`config.mk`:
```
export PLATFORM = sky130hd
export DESIGN_NAME = mlp_act_stage
export DESIGN_NICKNAME = d
export VERILOG_FILES = /design/src/rtl/mlp_act_stage.sv
export SDC_FILE = /design/constraint.sdc
export NUM_CORES = 1
export LEC_CHECK = 0
export BUFFER_PORTS_ARGS = -buffer_cell sky130_fd_sc_hd__buf_2
export CAP_MARGIN = 0
export CORE_MARGIN = 8
export CORE_UTILIZATION = 30
export CTS_CLUSTER_DIAMETER = 150
export CTS_CLUSTER_SIZE = 16
export DETAILED_ROUTE_END_ITERATION = 8
export PLACE_DENSITY_LB_ADDON = 0.05
export SETUP_SLACK_MARGIN = 0.02
export SLEW_MARGIN = 20
export SYNTH_ARGS = -nofsm -noshare
export SYNTH_HDL_FRONTEND = slang
export SYNTH_SLANG_ARGS = --single-unit
```
`constraint.sdc`:
```
create_clock -name clk -period 6.3 [get_ports clk]
set_input_delay 0 -clock clk [delete_from_list [all_inputs] [get_ports clk]]
set_output_delay 0 -clock clk [all_outputs]
set_load 0.03 [all_outputs]
```
`src/rtl/mlp_act_stage.sv`:
```
// Bias add, optional ReLU and signed saturation of MAC results, feeding a show-ahead FIFO.
// Output latency is 2 edges into an empty FIFO. in_ready counts in-flight S1 so FIFO writes never fail.
module mlp_act_stage #(
  parameter int ACC_WIDTH  = 32,
  parameter int OUT_WIDTH  = 8,
  parameter int FIFO_DEPTH = 4,
  parameter int USE_RELU   = 1
) (
  input  logic                 clk,
  input  logic                 rst_n,
  input  logic                 in_valid,
  output logic                 in_ready,
  input  logic [ACC_WIDTH-1:0] in_acc,
  input  logic [OUT_WIDTH-1:0] in_bias,
  input  logic                 in_last,
  output logic                 out_valid,
  input  logic                 out_ready,
  output logic [OUT_WIDTH-1:0] out_data,
  output logic                 out_last,
  input  logic                 stats_clr,
  output logic [15:0]          sat_count
);
  localparam int SW = ACC_WIDTH + 1;
  localparam int AW = (FIFO_DEPTH > 1) ? $clog2(FIFO_DEPTH) : 1;
  localparam int CW = AW + 1;
  localparam logic [CW-1:0] DEPTH_C = CW'(FIFO_DEPTH);
  localparam logic signed [SW-1:0] SAT_HI = SW'((1 << (OUT_WIDTH - 1)) - 1);
  localparam logic signed [SW-1:0] SAT_LO = ~SAT_HI;

  logic                 s1_valid_q, s1_valid_d;
  logic signed [SW-1:0] s1_sum_q, s1_sum_d;
  logic                 s1_last_q, s1_last_d;
  logic [OUT_WIDTH:0]   mem_q [FIFO_DEPTH];
  logic [OUT_WIDTH:0]   mem_d [FIFO_DEPTH];
  logic [AW-1:0]        wr_ptr_q, wr_ptr_d, rd_ptr_q, rd_ptr_d;
  logic [CW-1:0]        fifo_count_q, fifo_count_d;
  logic [15:0]          sat_count_q, sat_count_d;

  logic                 accept, wr, pop, sat_hi, sat_lo;
  logic signed [SW-1:0] r;
  logic [OUT_WIDTH-1:0] res;

  // Pessimistic: an entry still in S1 already owns a FIFO slot.
  assign in_ready  = (fifo_count_q + CW'(s1_valid_q)) < DEPTH_C;
  assign accept    = in_valid && in_ready;
  assign out_valid = (fifo_count_q != '0);
  assign pop       = out_valid && out_ready;
  assign wr        = s1_valid_q;
  assign out_data  = mem_q[rd_ptr_q][OUT_WIDTH-1:0];
  assign out_last  = mem_q[rd_ptr_q][OUT_WIDTH];
  assign sat_count = sat_count_q;

  always_comb begin
    s1_valid_d = accept;
    s1_sum_d   = s1_sum_q;
    s1_last_d  = s1_last_q;
    if (accept) begin
      s1_sum_d  = $signed({in_acc[ACC_WIDTH-1], in_acc})
                + $signed({{(SW-OUT_WIDTH){in_bias[OUT_WIDTH-1]}}, in_bias});
      s1_last_d = in_last;
    end
  end

  always_comb begin
    r = s1_sum_q;
    if ((USE_RELU != 0) && s1_sum_q[SW-1]) r = '0;
    sat_hi = (r > SAT_HI);
    sat_lo = (r < SAT_LO);
    if (sat_hi)      res = {1'b0, {(OUT_WIDTH-1){1'b1}}};
    else if (sat_lo) res = {1'b1, {(OUT_WIDTH-1){1'b0}}};
    else             res = r[OUT_WIDTH-1:0];
  end

  always_comb begin
    mem_d        = mem_q;
    wr_ptr_d     = wr_ptr_q;
    rd_ptr_d     = rd_ptr_q;
    fifo_count_d = fifo_count_q + CW'(wr) - CW'(pop);
    if (wr) begin
      mem_d[wr_ptr_q] = {s1_last_q, res};
      wr_ptr_d        = wr_ptr_q + AW'(1);
    end
    if (pop) rd_ptr_d = rd_ptr_q + AW'(1);
    sat_count_d = sat_count_q;
    if (stats_clr)
      sat_count_d = '0;
    else if (wr && (sat_hi || sat_lo) && (sat_count_q != 16'hFFFF))
      sat_count_d = sat_count_q + 16'd1;
  end

  always_ff @(posedge clk or negedge rst_n) begin
    if (!rst_n) begin
      s1_valid_q   <= 1'b0;
      s1_sum_q     <= '0;
      s1_last_q    <= 1'b0;
      mem_q        <= '{default: '0};
      wr_ptr_q     <= '0;
      rd_ptr_q     <= '0;
      fifo_count_q <= '0;
      sat_count_q  <= '0;
    end else begin
      s1_valid_q   <= s1_valid_d;
      s1_sum_q     <= s1_sum_d;
      s1_last_q    <= s1_last_d;
      mem_q        <= mem_d;
      wr_ptr_q     <= wr_ptr_d;
      rd_ptr_q     <= rd_ptr_d;
      fifo_count_q <= fifo_count_d;
      sat_count_q  <= sat_count_d;
    end
  end
endmodule
```
# Word level (Yosys, flattened, before mapping)
# Index checks and enable logic that the tools add are counted.
# totals
regBits	94
inputBits	46
output_inout_bits	27
elab_cells	45
# op_classes
addsub	6
magnitude_cmp	6
n_eq_ne	1
n_mux	11
n_bitwise	2
reduce_logical	8
# op_table
cell	n
bitwise mux 36 bit	1
adder 32 x 8 -> 33 bit	1
greater-than comparator 33 x 8 -> 1 bit, second input constant	1
< comparator 33 x 8 -> 1 bit, second input constant	1
two-way mux 16 bit	2
two-way mux 32 bit	1
two-way mux 9 bit	3
binary-select mux 9 bit (select 2 bit)	1
demux 9 bit (select 2 bit)	1
adder 16 x 1 -> 16 bit, second input constant	1
two-way mux 8 bit	2
inequality test 16 bit, second input constant	1
>= comparator 3 bit, second input constant	2
NOT 2 -> 3 bit	2
logical AND 1 bit	5
adder 2 x 1 -> 2 bit, second input constant	2
adder 3 x 1 -> 3 bit	1
< comparator 3 x 1 -> 1 bit, second input constant	1
< comparator 3 bit, second input constant	1
nonzero test 3 bit	1
subtractor 3 x 1 -> 3 bit	1
nonzero test 2 bit	1
logical OR 1 bit	1

# Depth between registers and ports, before layout
# Gate-level depths: netlist of the first run.
# depth
ltp_word	7
ltp_mapped	10

# Least setup slack after synthesis of the first run
# OpenSTA, ideal clock, no wires.
# synth_path
kind	reg-to-reg
start	register s1_valid_q
end	register s1_sum_q[15]
t_arrival_ns	2.406
t_required_ns	6.175
path_slack_ns	3.769
path_stages_with_launch	8
synth_period_minus_slack_ns	2.531
path_cell_list	dfrtp_1 ha_1 ha_1 xnor2_1 nand2_1 inv_1 clkbuf_1 mux2_2
# synth_via
elab_chain_cells	3
# synth_rtl
element	line	source
start, declared	30	logic s1_valid_q, s1_valid_d;
start signal, assigned	102	s1_valid_q <= s1_valid_d;
adder 3 x 1 -> 3 bit	44	assign in_ready = (fifo_count_q + CW'(s1_valid_q)) < DEPTH_C;
< comparator 3 bit	44	
net in_ready	12	output logic in_ready,
logical AND 1 bit	45	assign accept = in_valid && in_ready;
net accept	39	logic accept, wr, pop, sat_hi, sat_lo;
end signal, assigned	103	s1_sum_q <= s1_sum_d;
end, declared	31	logic signed [SW-1:0] s1_sum_q, s1_sum_d;
# The timed path passes the listed nets, and every way through them passes these cells.
# A chain may end at the register's enable or synchronous reset.

# Worst setup path after layout of the first run
# layout_path
start	register s1_valid_q
end	register s1_sum_q[25]
# layout_via
elab_chain_cells	3
# layout_rtl
element	line
adder 3 x 1 -> 3 bit	44
< comparator 3 bit	44
logical AND 1 bit	45
# Every way passes these cells.

==> summary.md, run 1 <==
| Metric | Value |
|---|---|
| Clock sink count | 94 |
| Sw Ratio | 38.4% |
| Pre-CTS WS | 3260 ps |
| Residual DRC | 0 |
| Peak supply drop | 0.123 mV |
| Mapped cell area | 0.00571 sq mm |
| Clock power frac | 20.1% |
| Die Y | 154 um |
| GR Overflow Total | 0 |
| Placed insts | 873 |
| Syn_nets | 682 |
| Predominant post-synthesis flop cell | dfrtp_1 |
| Gp weighted congestion | 0.834 |
| WS Path Type | register to register |
| Setup crit end kind | register |
| Endpoints failing setup | 0 |
| Routed Wire Length | 14.4 mm |
| Final antenna diode count | 0 |
| Leak pwr | 3.02 nW |
| Cell mode on critical path | ha_1 |
| Final Skew | 8.35 ps |
| Vias per Instance | 4.99 |
| Worst-Margin Slew | 984 ps |
| HPWL after DPL | 10.9 mm |
| Final Power | 2.44 mW |
| CP required | 6480 ps |
| CP max stage delay | 740 ps |
| Die Wd | 154 um |
| 1st-pass router iterations | 4 |
| Highest Clock Rate | 340 MHz |
| Clock Pin Slew Worst Setup and Hold Paths | 70 ps |
| Pin count of the biggest net entering global routing | 82 |
| CP top delay family | simple AND/OR/NAND/NOR gates |
| Fin worst setup slack | 3360 ps |
| Placeable Area | 0.0187 sq mm |
| Vias in the first global route | 4,665 |
| Status | completed |
| Vias | 4,446 |
| Power Dens Cells | 373 mW/mm^2 |
| CTS tree | built |
| Cell Chain, Critical Path | ha_1 -> ha_1 -> xnor2_1 -> nand2_2 -> inv_1 -> and3_1 -> mux2i_1 -> o311ai_1 |
| Max cap viols | 0 |
| Startpoint type of the worst setup path | register |
| Sequential Power Share | 41.6% |
| Hold Violations, Final | 0 |
| CP Max Fanout | 63 |
| Logic gate share of total power | 38.3% |
| Final ANT Viol Nets | 0 |
| Final std cells w/o fill | 891 |
| Worst-Skew Late Latency | 340 ps |
| CTS Buf Count | 9 |
| First-pass GRT wire length | 23.8 mm |
| Synth unique cells | 55 |
| Rel. slew slack | 34.2% |
| Total GRT Usage | 12.4% |
| Seq/Total Area, Yosys | 41.2% |
| Worst EP arrival | 3120 ps |
| Synthesis-to-finish area growth | 14.6% |
| Detail-routed net length per standard cell | 16.2 um |
| IO buf count | 72 |
| Switching power | 0.938 mW |
| # rows | 50 |
| Post-synth EDFFs | 0 |
| Share of cells above drive strength 1 | 18.3% |
| Slowest cell on the critical path | nand2_2 |
| Count of nets after finishing | 740 |
| Hold Path Class | primary input to register |
| Cell count after synthesis | 594 |
| Worst path bufs/invs | 1 |
| Initial DRC count | 213 |
| Clock H-tree levels | 3 |
| Initial Util | 30.5% |
| CTS Root Cell | clkbuf_16 |
| Final min period | 2940 ps |
| Mean Syn Cell Area | 9.62 sq um |
| Pins Over Slew Limit | 0 |
| Fraction of registers with async set/reset | 100% |
| YS warnings | 0 |
| Clock Path Buffers | 2 |
| Seq cells post-synth | 94 |
| Internal power | 1.51 mW |
| RSZ-0062 raised after global routing | false |
| Initial antenna violation count | 0 |
| I/O pin cnt | 73 |
| Die Area | 0.0237 sq mm |
| Final worst-path cycle share | 46.7% |
| Setup TNS | 0 ps |
[per-stage QoR]
| step | util (%) | hold WS [ps] | area, sq um |
|---|---|---|---|
| floorplan | - | -296 | 5710 |
| global placement | 33.5 | -140 | 6260 |
| detailed placement | 33.5 | -139 | 6260 |
| CTS | 35.0 | 18.9 | 6540 |
| global route | 35.0 | 34.3 | 6550 |
| finish | 35.0 | 25.2 | 6550 |
[registers in the layout, indices dropped and copies added, names as in the netlist]
| name | cells |
|---|---|
| fifo_count_q | 3 |
| mem_q | 36 |
| rd_ptr_q | 2 |
| s1_last_q | 1 |
| s1_sum_q | 33 |
| s1_valid_q | 1 |
| sat_count | 16 |
| wr_ptr_q | 2 |
[metal layers]
layer	wire, um	track usage [%]	share of wire [%]
met1	7030	16.2	49
met2	6670	20.2	46
met3	431	1.57	3.0
met4	297	5.27	2.1
met5	0	0	0
[worst paths after layout]
path	end	depth (start not counted)	start	slack, ps
hold / removal	sat_count[3]	2	stats_clr	30
min in group asynchronous	mem_q[25]	2	rst_n	50
hold reg to reg	mem_q[11]	2	mem_q[11]	480
setup reg to reg	s1_sum_q[25]	8	s1_valid_q	3360
max in group asynchronous	s1_sum_q[29]	3	rst_n	5260
setup / recovery	s1_sum_q[25]	8	s1_valid_q	3360
[kinds of logic (layout without fill, tap and decap cells)]
group	count (synthesis)	after routing	synth area share (%)
DFF	94	94	41.2
adders and majority gates	42	42	9.33
xor gates and xnor gates	46	46	7.05
buffers and inverters	44	107	3.11
muxes	29	29	7.42
and+or+nand+nor	189	189	15.1
AOI/OAI and AO/OA	150	150	16.8
[placed cells by master (no fill, tap or decap), drive strengths merged, types with 3 or more instances in the layout]
master | netlist | layout
a211oi | 3 | 3
a21o | 13 | 13
a21oi | 36 | 36
a31o | 4 | 4
and2 | 6 | 6
and3 | 7 | 7
buf | 6 | 73
clkbuf | 22 | 12
clkinv | 0 | 4
dfrtp | 94 | 94
ha | 41 | 41
inv | 16 | 16
mux2 | 17 | 17
mux2i | 3 | 3
mux4 | 9 | 9
nand2 | 88 | 88
nand3 | 10 | 10
nand4 | 9 | 9
nor2 | 39 | 39
nor3 | 10 | 10
nor4 | 5 | 5
o211ai | 5 | 5
o21a | 4 | 4
o21ai | 47 | 47
o21bai | 6 | 6
o31ai | 17 | 17
or2 | 3 | 3
or3 | 4 | 4
xnor2 | 17 | 17
xor2 | 29 | 29
[worst reg2reg max path, delay by kind of cell, from the launching register on]
family                   cells  cell delay (ps)
AND/OR/NAND/NOR              2             1030
XOR/XNOR                     1              180
buffers and inverters        1              430
flip-flops                   1              470
AO/OA/AOI/OAI                1              110
adder cells (fa/ha/maj)      2              430
multiplexers                 1              130
[cell type report]
cell class | count | area (sq um)
clock buffers | 12 | 236
clock inverters | 4 | 23.8
fillers | 1923 | 12200
inverters | 16 | 60.1
multi-input cells | 456 | 3190
flip-flops and latches | 94 | 2350
well taps | 234 | 293
repair buffers | 75 | 394
[synthesized netlist by cell type (all sizes together), types with 2 or more instances]
cell type  number  share of area [%]
a2111o          2               0.39
a211oi          3               0.39
a21boi          2               0.26
a21o           13                1.7
a21oi          36                3.2
a31o            4               0.61
and2            6               0.66
and3            7               0.94
and4            2               0.35
buf             6               0.61
clkbuf         22                1.4
dfrtp          94                 41
ha             41                9.0
inv            16                1.1
mux2           17                3.4
mux2i           3               0.53
mux4            9                3.5
nand2          88                5.8
nand2b          2               0.22
nand3          10               0.88
nand4           9               0.99
nor2           39                2.6
nor2b           2               0.22
nor3           10               0.88
nor4            5               0.55
o211a           2               0.35
o211ai          5               0.66
o21a            4               0.53
o21ai          47                4.1
o21bai          6               0.79
o311ai          2               0.31
o31ai          17                2.2
or2             3               0.33
or3             4               0.44
xnor2          17                2.6
xor2           29                4.4
[power groups by stage]
| stage | Combinational [mW] | Sequential (mW) | Clock (mW) |
|---|---|---|---|
| detailed placement | 0.954 | 1.03 | 0 |
| CTS | 0.957 | 1.02 | 0.510 |
| global route | 1.06 | 1.06 | 0.534 |
| global placement | 0.937 | 1.02 | 0 |
| floorplan | 0.766 | 0.943 | 0 |
| finish | 0.936 | 1.02 | 0.490 |
[what timing repair did]
action                    in CTS  in global routing
buffers inserted               0                  0
gates resized for setup        0                  0
hold buffers                   2                  0
hold endpoints to repair      14                  0
(Power assumes the default switching activity.)
==> run 2, diff against run 1 <==
ABC_AREA = 1   (was default)
clock period = 2.4 ns   (was 6.3 ns; I/O delays follow)
==> run 2 against run 1 <==
  * Synthesized cell count is 76% higher
  * Worst setup slack got worse by 3200 ps
  * Die area increased by 18%
  * Sequential share of layout area down 6.6 points
  * Global-route usage rose by 2.2 points
  * Synthesized area is 20% higher
  * Routed wire length increased by 37%
  * Final cell count grew 59%
==> summary.md, run 2 <==
| Metric | Value |
|---|---|
| Final min period | 2190 ps |
| Share of cells above drive strength 1 | 10.1% |
| Leading area contributor after synthesis | dfrtp_1 |
| GR Overflow Total | 0 |
| Share of the synthesized area in the top cell type | 34.4% |
| Leak pwr | 4.51 nW |
| Peak supply drop | 0.381 mV |
| Pre-CTS WS | 240 ps |
| Fin Hold WS | 14.0 ps |
| I/O pin cnt | 73 |
| Initial Util | 30.4% |
| YS warnings | 0 |
| Total GRT Usage | 14.6% |
| HPWL after DPL | 15.6 mm |
| Commonest non-fill, non-tap cell in the layout | nand2_1 |
| Highest Clock Rate | 456 MHz |
| Mean Syn Cell Area | 6.56 sq um |
| Clock Path Buffers | 2 |
| Max cap viols | 0 |
| Clock H-tree levels | 3 |
| First-pass GRT wire length | 33.5 mm |
| Die Area | 0.0279 sq mm |
| CP required | 2630 ps |
| Switching power | 3.04 mW |
| Endpoints failing setup | 0 |
| Placeable Area | 0.0225 sq mm |
| Vias | 6,329 |
| Mapped cell area | 0.00685 sq mm |
| Die Wd | 167 um |
| Synth unique cells | 34 |
| Hold Path Class | primary input to register |
| Reg with most FFs | mem_q |
| Setup TNS | 0 ps |
| Final Skew | 10.6 ps |
| IO buf count | 72 |
| Synth area leaders | dfrtp_1, nand2_1, inv_1 |
| WS Path Type | primary input to register |
| Power Dens Cells | 913 mW/mm^2 |
| Internal power | 4.27 mW |
| Setup bufs post-CTS | 0 |
| Commonest cells post-synth | nand2_1, inv_1, dfrtp_1 |
| Vias per Instance | 4.46 |
| Final worst-path cycle share | 91.4% |
| 1st-pass router iterations | 5 |
| Routed Wire Length | 19.7 mm |
| CTS Root Cell | clkbuf_16 |
| CTS tree | built |
| RSZ-0062 raised after global routing | false |
| Max reg flops | 36 |
| Clock Pin Slew Worst Setup and Hold Paths | 70 ps |
| Residual DRC | 0 |
| Final ANT Viol Nets | 0 |
| Worst EP arrival | 2430 ps |
| Status | completed |
| Fin worst setup slack | 205 ps |
| Sequential Power Share | 34.7% |
| Logic gate share of total power | 42.6% |
| Fraction of registers with async set/reset | 100% |
| Final antenna diode count | 0 |
| Most frequent cells in the layout | nand2_1, inv_1, dfrtp_1 |
| Initial antenna violation count | 0 |
| Hold Violations, Final | 0 |
| Clock sink count | 94 |
| Gp weighted congestion | 0.820 |
| Seq cells post-synth | 94 |
| Sw Ratio | 41.6% |
| # resized after CTS | 0 |
| Syn_nets | 1,132 |
| Startpoint type of the worst setup path | primary input |
| Die Y | 167 um |
| Predominant post-synthesis flop cell | dfrtp_1 |
| Count of nets after finishing | 1,216 |
| Initial DRC count | 302 |
| CP Max Fanout | 4 |
| Vias in the first global route | 6,490 |
| Pin count of the biggest net entering global routing | 49 |
| CTS Buf Count | 9 |
| Rel. slew slack | 39.9% |
| Final Power | 7.31 mW |
| Post-synth EDFFs | 0 |
| Seq/Total Area, Yosys | 34.4% |
| Clock power frac | 22.8% |
| Worst-Margin Slew | 901 ps |
| Count leader, synth | nand2_1 |
| Setup crit end kind | register |
| Worst-Skew Late Latency | 340 ps |
| # fillers | 2,521 |
| # rows | 55 |
| Synthesis-to-finish area growth | 17.0% |
| Cell count after synthesis | 1,044 |
| Detail-routed net length per standard cell | 13.9 um |
| Pins Over Slew Limit | 0 |
==> run 2: changes by cell type after synthesis, moves of 12 or more <==
cell / change
nand2_1: +290
inv_1: +145
nand3_1: +68
nor2_1: +51
o21ai_0: +29
mux2_2: -17
o31ai_1: -17
o21ai_1: -14
a21oi_1: -13
a21o_1: -12
xor2_1: -12
==> run 2: layer usage <==
metal,GRT usage (%),wire (um)
met3,1.44,357
met5,0,0
met2,25.5,9380
met4,3.06,171
met1,19.1,9810
==> run 2: power by group through the flow <==
stage               sequential (mW)  combinational [mW]  clock (mW)
finish                         2.54                3.11        1.67
detailed placement             2.57                3.18           0
floorplan                      2.48                2.26           0
global route                   2.63                3.61        1.78
global placement               2.57                3.18           0
CTS                            2.54                3.19        1.71
==> run 2: path summary, 6_finish.rpt <==
| path | depth (start not counted) | start | end | slack, ps |
|---|---|---|---|---|
| hold / removal | 4 | out_ready | rd_ptr_q[0] | 10 |
| setup / recovery | 13 | in_bias[0] | s1_sum_q[14] | 210 |
| hold reg to reg | 2 | s1_sum_q[25] | s1_sum_q[25] | 480 |
| max in group asynchronous | 3 | rst_n | mem_q[28] | 1610 |
| setup reg to reg | 9 | s1_sum_q[32] | mem_q[33] | 350 |
| min in group asynchronous | 2 | rst_n | mem_q[7] | 120 |
==> run 2: area by class of cell <==
cell class,instances,area (sq um),share of cell area [%]
tap,285,357,4.45
timing repair buffer,93,556,6.93
multi-input combinational,765,3780,47.2
sequential,94,2350,29.4
clock buffer,9,225,2.81
inverter,165,619,7.73
clock inverter,7,123,1.53
==> run 2: per-stage QoR <==
step                utilization [%]  cells  area [sq um]
floorplan                         -   1044          6850
global placement               33.9   1398          7620
detailed placement             33.9   1398          7620
CTS                            35.6   1418          8010
global route                   35.6   1418          8010
finish                         35.6   1418          8010
==> run 2: kinds of logic (layout without fill, tap and decap cells) <==
group / after synthesis / in the layout / synth area share, %
simple gates: 583 / 583 / 35.0
buf+inv: 185 / 274 / 10.5
compound gates: 110 / 110 / 8.61
flops: 94 / 94 / 34.4
fa+ha+maj: 42 / 42 / 7.78
xor+xnor: 30 / 30 / 3.84
==> run 2: what timing repair did <==
| action | CTS | global route |
|---|---|---|
| endpoints found under the setup margin | 0 | 0 |
| hold buffers | 4 | 0 |
| endpoints found under the hold margin | 75 | 0 |
==> run 2: worst max-delay path, stage by stage <==
cell and delay (ps):
dlygate4sd3_1 530, buf_2 120, ha_1 270, fa_1 480
nand2_1 130, nand2_1 90, nand3_1 80, nand2_1 90
nand2_1 80, nand2_1 140, or2_2 310, nand3_1 70
nand2_1 50
